## config.mk

```make
export PLATFORM = sky130hd
export DESIGN_NAME = sh7604_dbus_arb
export DESIGN_NICKNAME = d
export VERILOG_FILES = /design/src/rtl/sh7604_pkg.sv /design/src/rtl/sh7604_dbus_arb.sv
export SDC_FILE = /design/constraint.sdc
export NUM_CORES = 1
export LEC_CHECK = 0
export CAP_MARGIN = 15
export CORE_AREA = 2 2 124 126
export CTS_BUF_LIST = sky130_fd_sc_hd__clkbuf_4 sky130_fd_sc_hd__clkbuf_8
export DETAILED_ROUTE_END_ITERATION = 10
export DIE_AREA = 0 0 126 128
export PLACE_DENSITY_LB_ADDON = 0.15
export SLEW_MARGIN = 20
export SYNTH_ARGS = -nofsm -noshare
export SYNTH_HDL_FRONTEND = slang
export SYNTH_SLANG_ARGS = --single-unit
```

## constraint.sdc

```tcl
create_clock -name CLK -period 2.8 [get_ports CLK]
set_input_delay 0.7 -clock CLK [delete_from_list [all_inputs] [get_ports CLK]]
set_output_delay 0.7 -clock CLK [all_outputs]
set_load 0.05 [all_outputs]
```

## src/rtl/sh7604_pkg.sv

```systemverilog
// Shared SH7604 data-bus types: bus-owner encoding and DMAC burst length.
package SH7604_PKG;

   typedef enum logic [1:0] {
      IDLE = 2'd0,
      CPU  = 2'd1,
      DMA  = 2'd2
   } DBUS_OWNER_t;

   localparam int DBUS_BURST_BEATS = 4;

   // Beat counter counts down to 0, so a burst loads beats-1.
   localparam logic [1:0] DBUS_BURST_LOAD = 2'(DBUS_BURST_BEATS - 1);

endpackage

```

## src/rtl/sh7604_dbus_arb.sv

```systemverilog
// CPU/DMAC data-bus arbiter in front of the BSC; ownership changes on CE_R, beats complete on CE_F.
// Define SH7604_DBUS_ARB_RR_EN for round-robin between simultaneous requests (default: DMA over CPU).
module sh7604_dbus_arb
   import SH7604_PKG::*;
(
   input  logic        CLK,
   input  logic        RST_N,
   input  logic        CE_R,
   input  logic        CE_F,

   input  logic [31:0] CPU_A,
   input  logic [31:0] CPU_DO,
   input  logic [3:0]  CPU_BA,
   input  logic        CPU_WE,
   input  logic        CPU_REQ,
   output logic [31:0] CPU_DI,
   output logic        CPU_WAIT,

   input  logic [31:0] DMA_A,
   input  logic [31:0] DMA_DO,
   input  logic [3:0]  DMA_BA,
   input  logic        DMA_WE,
   input  logic        DMA_REQ,
   input  logic        DMA_LOCK,
   input  logic        DMA_BURST,
   output logic [31:0] DMA_DI,
   output logic        DMA_WAIT,
   output logic        DMA_ACK,

   output logic [31:0] BUS_A,
   output logic [31:0] BUS_DO,
   output logic [3:0]  BUS_BA,
   output logic        BUS_WE,
   output logic        BUS_REQ,
   output logic        BUS_BURST,
   input  logic [31:0] BUS_DI,
   input  logic        BUS_RDY
);

   DBUS_OWNER_t state_reg, state_next;
   logic [1:0]  beats_reg, beats_next;
   logic        done_reg, done_next;
   logic        stay_reg, stay_next;
   logic        owner_req;
   logic        beat_done;
   logic        dma_first;

`ifdef SH7604_DBUS_ARB_RR_EN
   logic rr_dma_first_reg, rr_dma_first_next;

   // Every grant out of IDLE hands priority to the other master.
   assign rr_dma_first_next = (CE_R && state_reg == IDLE && (CPU_REQ || DMA_REQ))
                              ? ~rr_dma_first_reg : rr_dma_first_reg;

   always_ff @(posedge CLK or negedge RST_N) begin
      if (!RST_N) rr_dma_first_reg <= 1'b1;
      else        rr_dma_first_reg <= rr_dma_first_next;
   end

   assign dma_first = rr_dma_first_reg;
`else
   assign dma_first = 1'b1;
`endif

   assign owner_req = (state_reg == CPU) ? CPU_REQ :
                      (state_reg == DMA) ? DMA_REQ : 1'b0;
   // done_reg blocks a second count of the same beat before CE_R consumes it.
   assign beat_done = CE_F & BUS_RDY & owner_req & ~done_reg;

   assign DMA_ACK  = beat_done & (state_reg == DMA);
   assign CPU_WAIT = CPU_REQ & ~((state_reg == CPU) & BUS_RDY);
   assign DMA_WAIT = DMA_REQ & ~((state_reg == DMA) & BUS_RDY);
   assign CPU_DI   = BUS_DI;
   assign DMA_DI   = BUS_DI;

   always_ff @(posedge CLK or negedge RST_N) begin
      if (!RST_N) begin
         state_reg <= IDLE;
         beats_reg <= 2'd0;
         done_reg  <= 1'b0;
         stay_reg  <= 1'b0;
      end else begin
         state_reg <= state_next;
         beats_reg <= beats_next;
         done_reg  <= done_next;
         stay_reg  <= stay_next;
      end
   end

   always_comb begin
      state_next = state_reg;
      beats_next = beats_reg;
      done_next  = done_reg;
      stay_next  = stay_reg;

      // Completion is latched on CE_F and acted upon at the following CE_R.
      if (beat_done) begin
         done_next = 1'b1;
         if (state_reg == DMA) begin
            stay_next  = DMA_LOCK | (beats_reg != 2'd0);
            beats_next = (beats_reg != 2'd0) ? beats_reg - 2'd1 : 2'd0;
         end else begin
            stay_next = 1'b0;
         end
      end

      if (CE_R) begin
         done_next = 1'b0;
         stay_next = 1'b0;
         case (state_reg)
            IDLE: begin
               if (DMA_REQ && (!CPU_REQ || dma_first)) begin
                  state_next = DMA;
                  beats_next = DMA_BURST ? DBUS_BURST_LOAD : 2'd0;
               end else if (CPU_REQ) begin
                  state_next = CPU;
                  beats_next = 2'd0;
               end
            end
            CPU: begin
               if (!CPU_REQ || done_reg) begin
                  state_next = IDLE;
                  beats_next = 2'd0;
               end
            end
            DMA: begin
               if (!DMA_REQ || (done_reg && !stay_reg)) begin
                  state_next = IDLE;
                  beats_next = 2'd0;
               end
            end
            default: begin
               state_next = IDLE;
               beats_next = 2'd0;
            end
         endcase
      end
   end

   always_comb begin
      BUS_A     = 32'd0;
      BUS_DO    = 32'd0;
      BUS_BA    = 4'd0;
      BUS_WE    = 1'b0;
      BUS_REQ   = 1'b0;
      BUS_BURST = 1'b0;
      case (state_reg)
         CPU: begin
            BUS_A   = CPU_A;
            BUS_DO  = CPU_DO;
            BUS_BA  = CPU_BA;
            BUS_WE  = CPU_WE;
            BUS_REQ = CPU_REQ;
         end
         DMA: begin
            BUS_A     = DMA_A;
            BUS_DO    = DMA_DO;
            BUS_BA    = DMA_BA;
            BUS_WE    = DMA_WE;
            BUS_REQ   = DMA_REQ;
            BUS_BURST = DMA_BURST;
         end
         default: ;
      endcase
   end

endmodule

```

==> impl_metrics.csv <==
group,metric,value,unit
die,dieArea,16100,um^2
run_status,outcome,"completed",
power_and_ir_drop,p_switching,2260,uW
timing,timing.setup.tns,0,ns
cells_and_area,register_area,150,um^2
power_and_ir_drop,p_comb_frac,0.942,
cells_and_area,final_common_cell,"clkdlybuf4s50_1",
yosys,synth_fp_nets,456,
clocking,htree_levels,1,
die,die_width,126,um
yosys,synthCells,273,
cells_and_area,fin_nets,602,
power_and_ir_drop,p_seq_frac,0.030,
timing,rsz0062_at_grt,"false",
placement,dpl.hpwl,8.16,mm
critical_path,startpoint_type,"primary input",
global_routing,antenna_found_initial,0,
die,start_util,0.135,
power_and_ir_drop,switching_share,0.512,
clocking,cts_buffer_depth,2,
yosys,yosys_warnings,0,
routing,route.detailed.wl_per_inst,15.7,um
timing,fmax,371,MHz
global_routing,grt_usage,0.106,
die,rows,45,
timing,final.period_utilization,0.964,
global_routing,grt_pass1_vias,2550,
cells_and_area,layout-area-overhead-vs-synth,137,%
yosys,yosys_most_used_dff,"dfrtp_1",
cells_and_area,antennaDiodeCount,0,
yosys,synth-seq-cells,6,
timing,finalSetupViolCount,0,
critical_path,crit_path_max_fanout,5,
clocking,post_cts_resized,0,
yosys,yosysSeqAreaShare,0.0749,
global_routing,overflow,0,
timing,skew,0.00123,ns
critical_path,crit_type,"in -> out",
yosys,async_reset_ff_frac,1.00,
power_and_ir_drop,powerDensity,932,nW/um^2
die,io_pins,317,
clocking,cts_tree,"yes",
timing,finalWorstSetupSlack,0.101,ns
routing,ant_nets,0,
power_and_ir_drop,vdd_ir_drop_max,502,uV
power_and_ir_drop,clkPwrFrac,0.028,
placement,pre_cts_ws,0.0814,ns
run,cap_violations,0,
clocking,clock_latency,0.22,ns
global_routing,grt_pass1_wl,14.1,mm
routing,drc,0,
routing,via_per_inst,4.08,
critical_path,critPathRequiredTime,2.10,ns
routing,drt_iter0_drc,60,
cells_and_area,drive_gt1_frac,0.223,
die,coreArea,14900,um^2
yosys,ys_types,30,
timing,period_needed,2.70,ns
timing,tightestPinTransition,0.408,ns
critical_path,setup.worst_path.end_class,"output port",
cells_and_area,final_cell_mix,"clkdlybuf4s50_1 (146), buf_12 (76), a22oi_1 (70), nor2b_1 (70)",
global_routing,grt_max_degree,38,
critical_path,critPathArrivalTime,2.00,ns
timing,slew_viol_final,0,
clocking,post_cts_buffers,0,
clocking,cts_buffers,3,
clocking,path_clk_slew,0.03,ns
placement,routabilityCongestion,0.687,
clocking,ctsHoldBuffers,0,
yosys,synth_edf_count,0,
yosys,avgSynthCellArea,7.34,um^2
min_path,hold_path.class,"reg -> reg",
placement,portBuffers,220,
cells_and_area,final_core_util,0.319,
routing,firstDrtPassIters,4,
yosys,syn-cell-area,2000,um^2
routing,vias,2470,
clocking,root_buffer,"clkbuf_8",
power_and_ir_drop,p_int,2160,uW
cells_and_area,multi_input_area,1270,um^2
clocking,cts_sinks,6,
die,fp.dieH,128,um
power_and_ir_drop,power.leakage,0.00167,uW
timing,hold_viol_final,0,
cells_and_area,num-fill-cells,1525,
routing,wl,9.50,mm
timing,slew_headroom,0.728,
## path summary, 6_finish.rpt
check / start / to / slack, ns / cells past startpoint
max: CPU_REQ / DMA_ACK / 0.10 / 4
min: stay_reg$_DFFE_PN0P_ / stay_reg$_DFFE_PN0P_ / 0.58 / 2
max reg2reg: state_reg[1]$_DFFE_PN0P_ / state_reg[1]$_DFFE_PN0P_ / 0.70 / 6
min reg2reg: stay_reg$_DFFE_PN0P_ / stay_reg$_DFFE_PN0P_ / 0.58 / 2
max in group asynchronous: RST_N / stay_reg$_DFFE_PN0P_ / 1.85 / 1
min in group asynchronous: RST_N / beats_reg[1]$_DFF_PN0_ / 0.73 / 1
## synthesized netlist by cell type, types with 2 or more instances
cell,count,area [um^2]
a22oi_1,70,526
nor2b_1,70,438
buf_4,65,488
clkbuf_1,16,60.1
dfrtp_1,6,150
buf_1,5,18.8
ha_1,4,50.1
inv_1,4,15.0
nor2_1,4,15.0
a21boi_0,2,15.0
a21oi_1,2,10.0
and2_1,2,12.5
mux2i_1,2,20.0
nand2_1,2,7.51
nand2b_1,2,12.5
nand3_1,2,10.0
nand4b_1,2,17.5
## per-stage QoR
| stage | hold slack (ns) | instances | power, uW | area, um^2 |
|---|---|---|---|---|
| 4_1_cts | 0.579 | 605 | 4490 | 4740 |
| 3_3_place_gp | 0.559 | 602 | 4360 | 4700 |
| 5_1_grt | 0.596 | 605 | 4650 | 4740 |
| 6_report | 0.576 | 605 | 4420 | 4740 |
| 2_1_floorplan | 0.404 | 273 | 2610 | 2000 |
| 3_5_place_dp | 0.570 | 602 | 4360 | 4700 |
## critical path: stages
cell	delay (ns)
clkdlybuf4s50_1	0.55
nand2_1	0.14
a2111oi_4	0.41
buf_12	0.19
## logic make-up after synthesis
family                   Yosys count  synth area share
flip-flops                         6            0.0749
adder cells (fa/ha/maj)            4            0.0250
AND/OR/NAND/NOR                   88             0.279
buffers and inverters             91             0.293
multiplexers                       3            0.0156
AO/OA/AOI/OAI                     81             0.313
## power groups by stage
| stage | clock [uW] | sequential [uW] | combinational (uW) |
|---|---|---|---|
| after detailed placement | 0 | 135 | 4220 |
| after global placement | 0 | 132 | 4230 |
| after floorplan | 0 | 128 | 2480 |
| final | 125 | 133 | 4170 |
| after CTS | 129 | 133 | 4230 |
| after global routing | 134 | 137 | 4380 |
## per-layer routing
layer	track usage	routed length, um
met2	0.207	5130
met3	0.0255	806
met4	0.0175	116
met5	0	0
met1	0.117	3450
## area by class of cell
| class | count | area share |
|---|---|---|
| timing repair buffer | 228 | 0.638 |
| tap | 188 | 0.0496 |
| multi-input combinational | 176 | 0.269 |
| sequential | 6 | 0.0316 |
| inverter | 4 | 0.00316 |
| clock buffer | 3 | 0.00870 |
(Power assumes the default switching activity.)
